### config.mk
export PLATFORM = sky130hd
export DESIGN_NAME = spi_master_burst_flat
export DESIGN_NICKNAME = d
export VERILOG_FILES = /design/src/rtl/spi_master_burst_pkg.sv /design/src/rtl/spi_master_burst_if.sv /design/src/rtl/spi_master_burst_clk_gen.sv /design/src/rtl/spi_master_burst.sv /design/src/flat_wrapper.sv
export SDC_FILE = /design/constraint.sdc
export NUM_CORES = 1
export LEC_CHECK = 0
export CORE_MARGIN = 1
export CORE_UTILIZATION = 45
export CTS_CLUSTER_DIAMETER = 40
export DETAILED_ROUTE_END_ITERATION = 6
export PLACE_DENSITY = 0.7
export SLEW_MARGIN = 40
export SYNTH_ARGS = -nofsm -noshare
export SYNTH_HDL_FRONTEND = slang
export SYNTH_SLANG_ARGS = --single-unit
### constraint.sdc
create_clock -name clk -period 2.7 [get_ports clk]
set_input_delay 0.54 -clock clk [delete_from_list [all_inputs] [get_ports clk]]
set_output_delay 0.54 -clock clk [all_outputs]
set_load 0.01 [all_outputs]
### src/rtl/spi_master_burst_pkg.sv
// spi_master_burst_pkg: FSM states and SPI mode encodings shared by the burst master
package spi_master_burst_pkg;
    typedef enum logic [1:0] {ST_IDLE, ST_LOAD, ST_SHIFT, ST_HOLD} state_t;
    // {CPOL, CPHA}
    localparam logic [1:0] SPI_MODE0 = 2'b00;
    localparam logic [1:0] SPI_MODE1 = 2'b01;
    localparam logic [1:0] SPI_MODE2 = 2'b10;
    localparam logic [1:0] SPI_MODE3 = 2'b11;
endpackage

### src/rtl/spi_master_burst_if.sv
// spi_master_burst_if: framer-side burst request, TX stream and RX stream
interface spi_master_burst_if #(parameter int DATA_W = 8, parameter int LEN_W = 6);
    logic              start;
    logic [LEN_W-1:0]  burst_len;
    logic [DATA_W-1:0] tx_data;
    logic              tx_valid;
    logic              tx_ready;
    logic [DATA_W-1:0] rx_data;
    logic              rx_valid;
    logic              busy;
    logic              done;
    modport master (output start, burst_len, tx_data, tx_valid, input tx_ready, rx_data, rx_valid, busy, done);
    modport slave (input start, burst_len, tx_data, tx_valid, output tx_ready, rx_data, rx_valid, busy, done);
endinterface

### src/rtl/spi_master_burst_clk_gen.sv
// spi_master_burst_clk_gen: SCLK half-period divider with leading/trailing edge strobes
module spi_master_burst_clk_gen #(
    parameter int CLK_DIV = 4,
    parameter bit CPOL    = 1'b0
) (
    input  logic clk,
    input  logic rst,
    input  logic i_en,
    output logic o_sclk,
    output logic o_lead,
    output logic o_trail
);
    localparam int CW = $clog2(CLK_DIV + 1);
    logic [CW-1:0] r_cnt;
    logic          r_lvl;
    logic          w_tick;
    assign w_tick  = i_en && (r_cnt == CW'(CLK_DIV - 1));
    assign o_lead  = w_tick && !r_lvl;
    assign o_trail = w_tick && r_lvl;
    assign o_sclk  = r_lvl ^ CPOL;
    // Disabled means parked at idle level with a fresh count, so every word starts with a full half-period
    always_ff @(posedge clk or posedge rst) begin
        if (rst) begin
            r_cnt <= '0;
            r_lvl <= 1'b0;
        end else if (!i_en) begin
            r_cnt <= '0;
            r_lvl <= 1'b0;
        end else begin
            r_cnt <= w_tick ? '0 : r_cnt + 1'b1;
            r_lvl <= r_lvl ^ w_tick;
        end
    end
endmodule

### src/rtl/spi_master_burst.sv
// spi_master_burst: full-duplex SPI master shifting multi-word bursts with cs held low and TX stall
module spi_master_burst
    import spi_master_burst_pkg::*;
#(
    parameter int DATA_W  = 8,
    parameter int CLK_DIV = 4,
    parameter bit CPOL    = 1'b0,
    parameter bit CPHA    = 1'b0,
    parameter int LEN_W   = 6
) (
    input  logic clk,
    input  logic rst,
    spi_master_burst_if.slave bus,
    output logic o_sclk,
    output logic o_mosi,
    input  logic i_miso,
    output logic o_cs
);
    localparam int BW = $clog2(DATA_W);
    localparam int HW = $clog2(CLK_DIV + 1);
    state_t            r_state, w_next;
    logic [LEN_W-1:0]  r_words;
    logic [BW-1:0]     r_bit;
    logic [HW-1:0]     r_hold;
    logic [DATA_W-1:0] r_tx, r_rx_data, w_rx_next;
    logic [DATA_W-2:0] r_rx_sh;
    logic r_mosi, r_cs, r_rx_valid, r_done;
    logic w_lead, w_trail, w_accept, w_shift, w_sample, w_last_bit, w_word_end, w_hold_end;

    spi_master_burst_clk_gen #(.CLK_DIV(CLK_DIV), .CPOL(CPOL)) u_clk_gen (
        .clk     (clk),
        .rst     (rst),
        .i_en    (r_state == ST_SHIFT),
        .o_sclk  (o_sclk),
        .o_lead  (w_lead),
        .o_trail (w_trail)
    );

    assign w_accept   = (r_state == ST_LOAD) && bus.tx_valid;
    assign w_shift    = CPHA ? w_lead : w_trail;
    assign w_sample   = CPHA ? w_trail : w_lead;
    assign w_last_bit = r_bit == BW'(DATA_W - 1);
    assign w_word_end = w_trail && w_last_bit;
    assign w_hold_end = r_hold == HW'(CLK_DIV - 1);
    assign w_rx_next  = {r_rx_sh, i_miso};

    always_comb begin
        w_next = r_state;
        case (r_state)
            ST_IDLE:  w_next = bus.start ? ST_LOAD : ST_IDLE;
            ST_LOAD:  w_next = w_accept ? ST_SHIFT : ST_LOAD;
            ST_SHIFT: w_next = !w_word_end ? ST_SHIFT : (r_words == '0 ? ST_HOLD : ST_LOAD);
            default:  w_next = w_hold_end ? ST_IDLE : ST_HOLD;
        endcase
    end

    always_ff @(posedge clk or posedge rst) begin
        if (rst) begin
            r_state    <= ST_IDLE;
            r_words    <= '0;
            r_bit      <= '0;
            r_hold     <= '0;
            r_tx       <= '0;
            r_rx_sh    <= '0;
            r_rx_data  <= '0;
            r_mosi     <= 1'b0;
            r_cs       <= 1'b1;
            r_rx_valid <= 1'b0;
            r_done     <= 1'b0;
        end else begin
            r_state    <= w_next;
            r_cs       <= (w_next == ST_IDLE) || (w_next == ST_HOLD);
            r_done     <= (r_state == ST_HOLD) && w_hold_end;
            r_rx_valid <= w_sample && w_last_bit;
            r_hold     <= (r_state == ST_HOLD) ? r_hold + 1'b1 : '0;
            if ((r_state == ST_IDLE) && bus.start)
                r_words <= bus.burst_len;
            else if (w_word_end && (r_words != '0))
                r_words <= r_words - 1'b1;
            if (w_trail)
                r_bit <= w_last_bit ? '0 : r_bit + 1'b1;
            // CPHA=0 presents the MSB at accept; CPHA=1 waits for the first leading edge
            if (w_accept) begin
                r_tx <= CPHA ? bus.tx_data : bus.tx_data << 1;
                if (!CPHA)
                    r_mosi <= bus.tx_data[DATA_W-1];
            end else if (w_shift) begin
                r_tx   <= r_tx << 1;
                r_mosi <= r_tx[DATA_W-1];
            end
            if (w_word_end && (r_words == '0))
                r_mosi <= 1'b0;
            if (w_sample)
                r_rx_sh <= w_rx_next[DATA_W-2:0];
            if (w_sample && w_last_bit)
                r_rx_data <= w_rx_next;
        end
    end

    assign bus.tx_ready = r_state == ST_LOAD;
    assign bus.busy     = r_state != ST_IDLE;
    assign bus.rx_data  = r_rx_data;
    assign bus.rx_valid = r_rx_valid;
    assign bus.done     = r_done;
    assign o_mosi       = r_mosi;
    assign o_cs         = r_cs;
endmodule

### src/flat_wrapper.sv
// flat-port wrapper written by rule: the top's interface ports become plain ports
module spi_master_burst_flat import spi_master_burst_pkg::*;
#(
    parameter int DATA_W  = 8,
    parameter int CLK_DIV = 4,
    parameter bit CPOL    = 1'b0,
    parameter bit CPHA    = 1'b0,
    parameter int LEN_W   = 6
)
  (clk, rst, o_sclk, o_mosi, i_miso, o_cs, bus_start, bus_burst_len, bus_tx_data, bus_tx_valid, bus_tx_ready, bus_rx_data, bus_rx_valid, bus_busy, bus_done);
  spi_master_burst_if #(.DATA_W(DATA_W), .LEN_W(LEN_W)) bus_i ();
  input  logic clk;
  input  logic rst;
  output logic o_sclk;
  output logic o_mosi;
  input  logic i_miso;
  output logic o_cs;
  input wire logic [$bits(bus_i.start)-1:0] bus_start;
  input wire logic [$bits(bus_i.burst_len)-1:0] bus_burst_len;
  input wire logic [$bits(bus_i.tx_data)-1:0] bus_tx_data;
  input wire logic [$bits(bus_i.tx_valid)-1:0] bus_tx_valid;
  output wire logic [$bits(bus_i.tx_ready)-1:0] bus_tx_ready;
  output wire logic [$bits(bus_i.rx_data)-1:0] bus_rx_data;
  output wire logic [$bits(bus_i.rx_valid)-1:0] bus_rx_valid;
  output wire logic [$bits(bus_i.busy)-1:0] bus_busy;
  output wire logic [$bits(bus_i.done)-1:0] bus_done;
  assign bus_i.start = bus_start;
  assign bus_i.burst_len = bus_burst_len;
  assign bus_i.tx_data = bus_tx_data;
  assign bus_i.tx_valid = bus_tx_valid;
  assign bus_tx_ready = bus_i.tx_ready;
  assign bus_rx_data = bus_i.rx_data;
  assign bus_rx_valid = bus_i.rx_valid;
  assign bus_busy = bus_i.busy;
  assign bus_done = bus_i.done;
  spi_master_burst #(.DATA_W(DATA_W), .CLK_DIV(CLK_DIV), .CPOL(CPOL), .CPHA(CPHA), .LEN_W(LEN_W)) u_core (.clk(clk), .rst(rst), .bus(bus_i), .o_sclk(o_sclk), .o_mosi(o_mosi), .i_miso(i_miso), .o_cs(o_cs));
endmodule
Yosys cells after proc, flatten, opt, wreduce, memory -nomap -nowiden
Index checks and enable logic that the tools add are counted.
{"block": "word_totals", "ff_bits": 45, "elab_cells": 63}
{"block": "op_classes", "add_sub_neg": 4, "n_eq_ne": 7, "muxes": 18, "bitwise": 1, "n_reduce_logical": 20}
{"cell": "8-bit two-way mux", "count": 2}
{"cell": "3-bit two-way mux", "count": 4}
{"cell": "6-bit two-way mux", "count": 2}
{"cell": "1-bit logical AND", "count": 10}
{"cell": "3-bit by 1-bit adder with 3-bit output, second input constant", "count": 3}
{"cell": "2-bit two-way mux", "count": 4}
{"cell": "2-bit == test, second input constant", "count": 3}
{"cell": "3-bit by 2-bit == test with 1-bit output, second input constant", "count": 2}
{"cell": "6-bit logical NOT", "count": 1}
{"cell": "2-bit one-hot mux with 3 select lines", "count": 1}
{"cell": "2-bit nonzero test", "count": 3}
{"cell": "6-bit nonzero test", "count": 1}
{"cell": "6-bit by 1-bit subtractor with 6-bit output, second input constant", "count": 1}
{"cell": "1-bit two-way mux", "count": 5}
{"cell": "2-bit logical NOT", "count": 2}
{"cell": "3-bit == test, second input constant", "count": 1}
{"cell": "3-bit nonzero test", "count": 1}
{"cell": "2-bit by 1-bit == test with 1-bit output, second input constant", "count": 1}
{"cell": "1-bit logical NOT", "count": 1}
{"cell": "1-bit logical OR", "count": 1}
{"cell": "1-bit XOR", "count": 1}

Depth between registers and ports, before layout
Gate-level depths: netlist of run 1.
{"block": "depth", "word_depth": 8, "depth_mapped": 8, "mapped_depth_nobuf": 8}

Cells and area by module
Synthesis of run 1 repeated with hierarchy kept, for this count alone.
{"block": "hier_totals", "hier_cells": 169, "area_unflattened_um2": 2011.9}
{"mod": "spi_master_burst", "n_inst": 1, "cells_each": 153, "area_per_inst_um2": 1830.5}
{"mod": "spi_master_burst_clk_gen", "n_inst": 1, "cells_each": 16, "area_per_inst_um2": 181.4}

Worst setup path before layout of run 1
Ideal clock, no wire load.
{"block": "synth_path", "path_type": "flip-flop to flip-flop", "start": "register u_core.r_state[0]", "end": "register u_core.r_words[1]", "setup_ns": 0.074, "arrival_time_ns": 1.754, "required_time_ns": 2.626, "slack_ns": 0.873, "stages_incl_launch_ff": 9, "period_less_slack_ns": 1.827, "cell_sequence": "dfrtp_1 > buf_2 > nand2b_1 > nor2_1 > ha_1 > nand2_1 > a21oi_2 > mux2_4 > o21ai_2"}
{"block": "synth_between", "elab_chain_cells": 6, "elab_cells_between_ends": 9}
{"element": "from (decl)", "line": "spi_master_burst.sv:21", "rtl": "state_t r_state, w_next;"}
{"element": "from (signal assigned)", "line": "spi_master_burst.sv:71", "rtl": "r_state <= w_next;"}
{"element": "2-bit == test", "line": "spi_master_burst.sv:33", "rtl": ".i_en (r_state == ST_SHIFT),"}
{"element": "1-bit logical AND", "line": "spi_master_burst_clk_gen.sv:17", "rtl": "assign w_tick = i_en && (r_cnt == CW'(CLK_DIV - 1));"}
{"element": "1-bit logical AND", "line": "spi_master_burst_clk_gen.sv:19", "rtl": "assign o_trail = w_tick && r_lvl;"}
{"element": "named net u_core.u_clk_gen.o_trail", "line": "spi_master_burst_clk_gen.sv:11", "rtl": "output logic o_trail"}
{"element": "1-bit logical AND", "line": "spi_master_burst.sv:43", "rtl": "assign w_word_end = w_trail && w_last_bit;"}
{"element": "1-bit logical AND", "line": "spi_master_burst.sv:78", "rtl": "else if (w_word_end && (r_words != '0))"}
{"element": "2-bit nonzero test (no source line)"}
{"element": "to (signal assigned)", "line": "spi_master_burst.sv:77", "rtl": "r_words <= bus.burst_len;"}
{"element": "to (signal assigned)", "line": "spi_master_burst.sv:79", "rtl": "r_words <= r_words - 1'b1;"}
{"element": "to (decl)", "line": "spi_master_burst.sv:22", "rtl": "logic [LEN_W-1:0] r_words;"}
The timed path passes the listed nets, and every way through them passes these cells.
A chain may end at the register's enable or synchronous reset.

Final worst setup path of run 1
{"block": "layout_path", "start": "register u_core.r_state[1]", "end": "output port bus_busy"}
{"block": "layout_between", "elab_chain_cells": 1}
{"element": "2-bit nonzero test", "line": "spi_master_burst.sv:101", "rtl": "assign bus.busy = r_state != ST_IDLE;"}
{"element": "to (decl)", "line": "flat_wrapper.sv:25", "rtl": "output wire logic [$bits(bus_i.busy)-1:0] bus_busy;"}
No other way between the ends.

==> impl_metrics.json, run 1 <==
{
  "status": "completed",
  "seq_area_sq_mm": 0.00110,
  "layout_worst_path_cycle_share_pct": 80.6,
  "critical_path_arrival_ns": 1.64,
  "antenna_found_initial": 0,
  "synth_cells": 166,
  "grt_setup_unrepaired": "no",
  "nets": 229,
  "grt_usage_pct": 17.2,
  "via_count": 1303,
  "reg2reg_depth": 8,
  "tritoncts": "built",
  "synth_top_family_by_area": "multiplexers",
  "ant_nets": 0,
  "seq_area_frac_synth_pct": 55.5,
  "clock_latency_ns": 0.29,
  "drtIter0Drc": 50,
  "syn_area_per_cell_sq_um": 12.0,
  "post_dp_cell_area_sq_mm": 0.00236,
  "drc": 0,
  "synth_mux_area_share_pct": 15.4,
  "io_buffers": 33,
  "cts_buffer_depth": 2,
  "cts_buffers": 5,
  "powerDensity_mw_per_mm2": 820,
  "cts_setup_buffers": 0,
  "fp.dieW_um": 68.5,
  "synth-async-reset-ratio_pct": 100,
  "layout-drive-gt1-share_pct": 17.2,
  "path_max_fanout": 11,
  "grt_pass1_wl_mm": 5.71,
  "tightest_slew_ns": 0.552,
  "start_util_pct": 48.3,
  "synth_compound_area_share_pct": 7.30,
  "routabilityCongestion": 0.837,
  "ys_seq_elements": 44,
  "cts_root_buf": "clkbuf_8",
  "cap_viol_max_count": 0,
  "min-delay-start": "u_core.r_hold[0]",
  "antenna_cells": 0,
  "startpoint_type": "flop",
  "first_global_vias": 1245,
  "layout.cells.non_filler": 253,
  "coreArea_sq_mm": 0.00412,
  "syn_area_sq_mm": 0.00199,
  "synth-main-ff-cell": "dfrtp_1",
  "grt.overflow.total": 0,
  "multiInputGateArea_sq_um": 818,
  "synthTopCellsByArea": "dfrtp_1 54%, mux2_2 9.6%, ha_1 5.0%",
  "vias_per_cell": 5.15,
  "synth_edf_count": 0,
  "die-height_um": 68.5,
  "placementRows": 23,
  "setup_viol": 0,
  "drt_first_pass_iters": 4,
  "wire_per_inst_um": 13.5,
  "synth_xor_area_share_pct": 1.32,
  "hold_buffers": 0,
  "critical_path_required_ns": 2.16,
  "max_slew_margin_pct": 63.2,
  "yosys.area_share.simple_pct": 12.1,
  "hp-class": "reg -> reg",
  "fillers": 340,
  "finalSetupTns_ns": 0,
  "synth_top_area_share_pct": 54.2,
  "htree_levels": 2,
  "areaGrowthSynthToFinish_pct": 24.1,
  "final_area_sq_mm": 0.00247,
  "rr_startpoint": "u_core.r_state[0]",
  "max_freq_ghz": 0.460,
  "syn-num-nets": 193,
  "io_pins": 34,
  "dp.cells": 245,
  "r2r_setup_slack_ns": 0.61,
  "yosys_warnings": 0,
  "dieArea_sq_mm": 0.00469,
  "whs_path_depth": 1,
  "cts.reportedPaths.clkPinSlew_ns": 0.08,
  "drv_slew": 0,
  "clock-sinks": 44,
  "fin_crit_ns": 2.18,
  "r2r_end": "u_core.r_words[4]",
  "final_cell_mix": "43 x dfrtp_1, 33 x clkdlybuf4s50_1, 17 x mux2_2",
  "p_leak_nw": 1.11,
  "finalWirelength_mm": 3.41,
  "cts-resized-gates": 0,
  "yosysUniqueCellTypes": 37,
  "cp-end-kind": "output pin",
  "hold_viol": 0,
  "min_to": "u_core.r_hold[0]",
  "critPathKind": "reg -> out",
  "vdd_drop_max_v": 0.000541,
  "finClkSkew_ns": 0.00766,
  "synth_area_leader_cell": "dfrtp_1",
  "synth-adder-area-share_pct": 5.04,
  "hpwlAfterDp_mm": 2.48,
  "final_common_cell": "dfrtp_1",
  "grt_max_degree": 45
}
-- how the worst max path moves through the flow --
stage                     slack [ns]                    end         startpoint  depth (start not counted)
after floorplan                 0.87      u_core.r_words[1]  u_core.r_state[0]                          8
after global placement          0.65  u_core.bus.rx_data[1]  u_core.r_state[0]                          5
after detailed placement        0.60  u_core.bus.rx_data[7]  u_core.r_state[0]                          5
after CTS                       0.52               bus_busy  u_core.r_state[1]                          2
after global routing            0.31      u_core.r_words[4]  u_core.r_state[0]                          8
final                           0.52               bus_busy  u_core.r_state[1]                          2
-- worst max-delay path, cell delays in order (launching register included) --
cell and delay (ns):
dfrtp_1 0.48, or2_2 0.37, clkdlybuf4s50_1 0.49
-- state kept, by name, summed over array words and instances, names as in the netlist, 2 cells and up --
signal / cells
u_core.r_state: 2
u_core.r_tx: 7
u_core.r_bit: 3
u_core.r_words: 6
u_core.r_hold: 3
u_core.bus.rx_data: 8
u_core.r_rx_sh: 7
u_core.u_clk_gen.r_cnt: 3
-- layer usage --
| layer | GRT usage (%) | part of all wire [%] |
|---|---|---|
| met1 | 20.6 | 45 |
| met2 | 28.3 | 50 |
| met3 | 5.00 | 3.8 |
| met4 | 7.81 | 1.8 |
| met5 | 0 | 0 |
-- cell usage after synthesis, types with 2 or more instances --
cell type,n
mux2_2,17
dfrtp_1,43
a211oi_1,2
o21ai_0,9
mux2i_1,10
buf_2,4
xnor2_1,2
nor2b_1,2
ha_1,8
nor3b_1,2
a21oi_1,8
and3_1,2
o21ai_2,2
nand2_1,13
inv_1,8
nor2_1,11
nand2b_1,3
-- through the flow --
step	setup slack (ns)	total power [mW]	hold slack [ns]	utilization (%)
after floorplan	0.873	1.37	0.408	-
after global placement	0.649	1.52	0.423	57.3
after detailed placement	0.600	1.55	0.431	57.3
after CTS	0.522	2.05	0.442	59.9
after global routing	0.307	2.18	0.484	59.9
final	0.524	2.02	0.449	59.9
-- where the power goes --
part / internal, mW / leakage (nW) / switching [mW]
clock: 0.274 / 0.0552 / 0.212
combinational: 0.281 / 0.490 / 0.267
sequential: 0.836 / 0.564 / 0.154
-- cell families after synthesis --
kind of cell    count (synthesis)
mux                            28
simple gates                   44
flops                          44
xor+xnor                        3
fa+ha+maj                       8
compound gates                 25
buf+inv                        14
-- cell type report --
class / count / share of cell area, %
Clock inverter: 2 / 1.42
Inverter: 8 / 1.22
Clock buffer: 6 / 2.94
Sequential cell: 44 / 44.7
Multi-Input combinational cell: 108 / 33.2
Tap cell: 50 / 2.54
Timing Repair Buffer: 35 / 14.0
Note: power is estimated with default switching activity, not from simulation.
==> inputs of run 2 (changes only) <==
- PLACE_DENSITY: 0.7 -> 0.72
- clock period: 2.7 -> 1.8 ns (I/O delays scaled with it)
==> impl_metrics.json, run 2 (synthesis gave the netlist of run 1 again) <==
{
  "final_cell_mix": "43 x dfrtp_1, 31 x clkdlybuf4s50_1, 17 x mux2_2",
  "hpwlAfterDp_mm": 2.60,
  "fp.dieW_um": 68.5,
  "htree_levels": 2,
  "io_pins": 34,
  "layout-drive-gt1-share_pct": 24.5,
  "finalSetupTns_ns": 0,
  "p_leak_nw": 1.15,
  "cap_viol_max_count": 0,
  "r2r_end": "u_core.r_words[1]",
  "grt_usage_pct": 17.5,
  "die-height_um": 68.5,
  "cp-end-kind": "output pin",
  "setup_viol": 0,
  "layout_worst_path_cycle_share_pct": 94.8,
  "tritoncts": "built",
  "placementRows": 23,
  "wire_per_inst_um": 13.6,
  "hp-class": "in -> async",
  "ant_nets": 0,
  "largest_reg_flops": 8,
  "max_freq_ghz": 0.586,
  "drtIter0Drc": 76,
  "start_util_pct": 48.3,
  "critical_path_required_ns": 1.44,
  "cts.reportedPaths.clkPinSlew_ns": 0.08,
  "drc": 0,
  "grt_pass1_wl_mm": 5.91,
  "tightest_slew_ns": 0.506,
  "grt_max_degree": 45,
  "antenna_cells": 0,
  "crit_family": "flip-flops",
  "clock-sinks": 44,
  "via_count": 1358,
  "critical_path_arrival_ns": 1.35,
  "first_global_vias": 1381,
  "max_slew_margin_pct": 66.2,
  "clock_latency_ns": 0.29,
  "powerDensity_mw_per_mm2": 1170,
  "reg2reg_depth": 8,
  "dieArea_sq_mm": 0.00469,
  "drt_first_pass_iters": 2,
  "nets": 238,
  "finalWirelength_mm": 3.56,
  "vdd_drop_max_v": 0.000847,
  "cts_buffers": 5,
  "hold_viol": 0,
  "routabilityCongestion": 0.836,
  "hold_buffers": 0,
  "r2r_setup_slack_ns": 0.13,
  "finClkSkew_ns": 0.00723,
  "drv_slew": 0,
  "critPathBufInv": 1,
  "final_common_cell": "dfrtp_1",
  "critPathKind": "reg -> out",
  "startpoint_type": "flop",
  "path_cells": "clkdlybuf4s50_1",
  "coreArea_sq_mm": 0.00412,
  "antenna_found_initial": 0,
  "final_area_sq_mm": 0.00258,
  "areaGrowthSynthToFinish_pct": 29.7,
  "worst_path_largest_cell_delay_ns": 0.53,
  "rr_startpoint": "u_core.u_clk_gen.r_cnt[0]",
  "cts_buffer_depth": 2,
  "status": "completed",
  "post_dp_cell_area_sq_mm": 0.00242,
  "path_max_fanout": 1,
  "cts_root_buf": "clkbuf_8",
  "grt.overflow.total": 0,
  "vias_per_cell": 5.18,
  "io_buffers": 33,
  "fin_crit_ns": 1.71,
  "slowest_stage": "dfstp_2"
}
## run 2: cell types whose count changed in the layout (fill, tap and decap cells not counted), moves of 2 or more
cell | before | now
buf_4 | 2 | 10
clkdlybuf4s50_1 | 33 | 31
ha_1 | 8 | 6
nand2_1 | 13 | 11
nand2_2 | 0 | 2
## run 2: power by group
part / internal, mW / switching (mW) / total (mW)
clock network: 0.273 / 0.316 / 0.589
logic: 0.487 / 0.475 / 0.962
registers: 1.25 / 0.222 / 1.48
## run 2: area by class of cell
| cell class | count | area, sq um |
|---|---|---|
| fill | 327 | 1540 |
| sequential | 44 | 1100 |
| multi-input combinational | 108 | 881 |
| timing repair buffer | 44 | 419 |
| clock buffer | 7 | 76.3 |
| tap | 50 | 62.6 |
| inverter | 8 | 30.0 |
| clock inverter | 1 | 5.00 |
## run 2: worst max-delay path by stage
stage | start | cells after the start | slack (ns) | to
final | u_core.o_cs | 1 | 0.09 | o_cs
after global routing | u_core.r_bit[0] | 6 | -0.01 | u_core.o_cs
after CTS | u_core.u_clk_gen.r_cnt[0] | 8 | 0.005 | u_core.o_cs
after detailed placement | u_core.u_clk_gen.r_cnt[0] | 8 | -0.11 | u_core.r_words[3]
after global placement | u_core.u_clk_gen.r_cnt[0] | 8 | 0.08 | u_core.r_words[3]
after floorplan | u_core.r_state[0] | 8 | 0.0007 | u_core.r_words[1]
## run 2: through the flow
step	hold slack (ns)	setup WS (ns)	total power, mW	std cells	util (%)
CTS	0.446	0.00453	3.00	260	61.3
finish	0.435	0.0944	3.03	262	62.6
global placement	0.419	0.0797	2.33	251	58.8
detailed placement	0.434	-0.106	2.40	251	58.8
floorplan	0.408	0.000706	2.05	166	-
global route	0.462	-0.0116	3.24	262	62.6
## run 2: metal layers
layer	GRT usage, %	wire (um)	vias up
met5	0	0	-
met4	8.33	54	0
met3	3.67	125	7
met2	31.6	1870	28
met1	19.4	1500	664
li1	-	-	659
## run 2: timing repair
action	CTS	global route
endpoints found under the hold margin	0	0
resized for setup	6	10
pin swaps	1	1
setup endpoints to repair	5	18
setup buffers	1	2
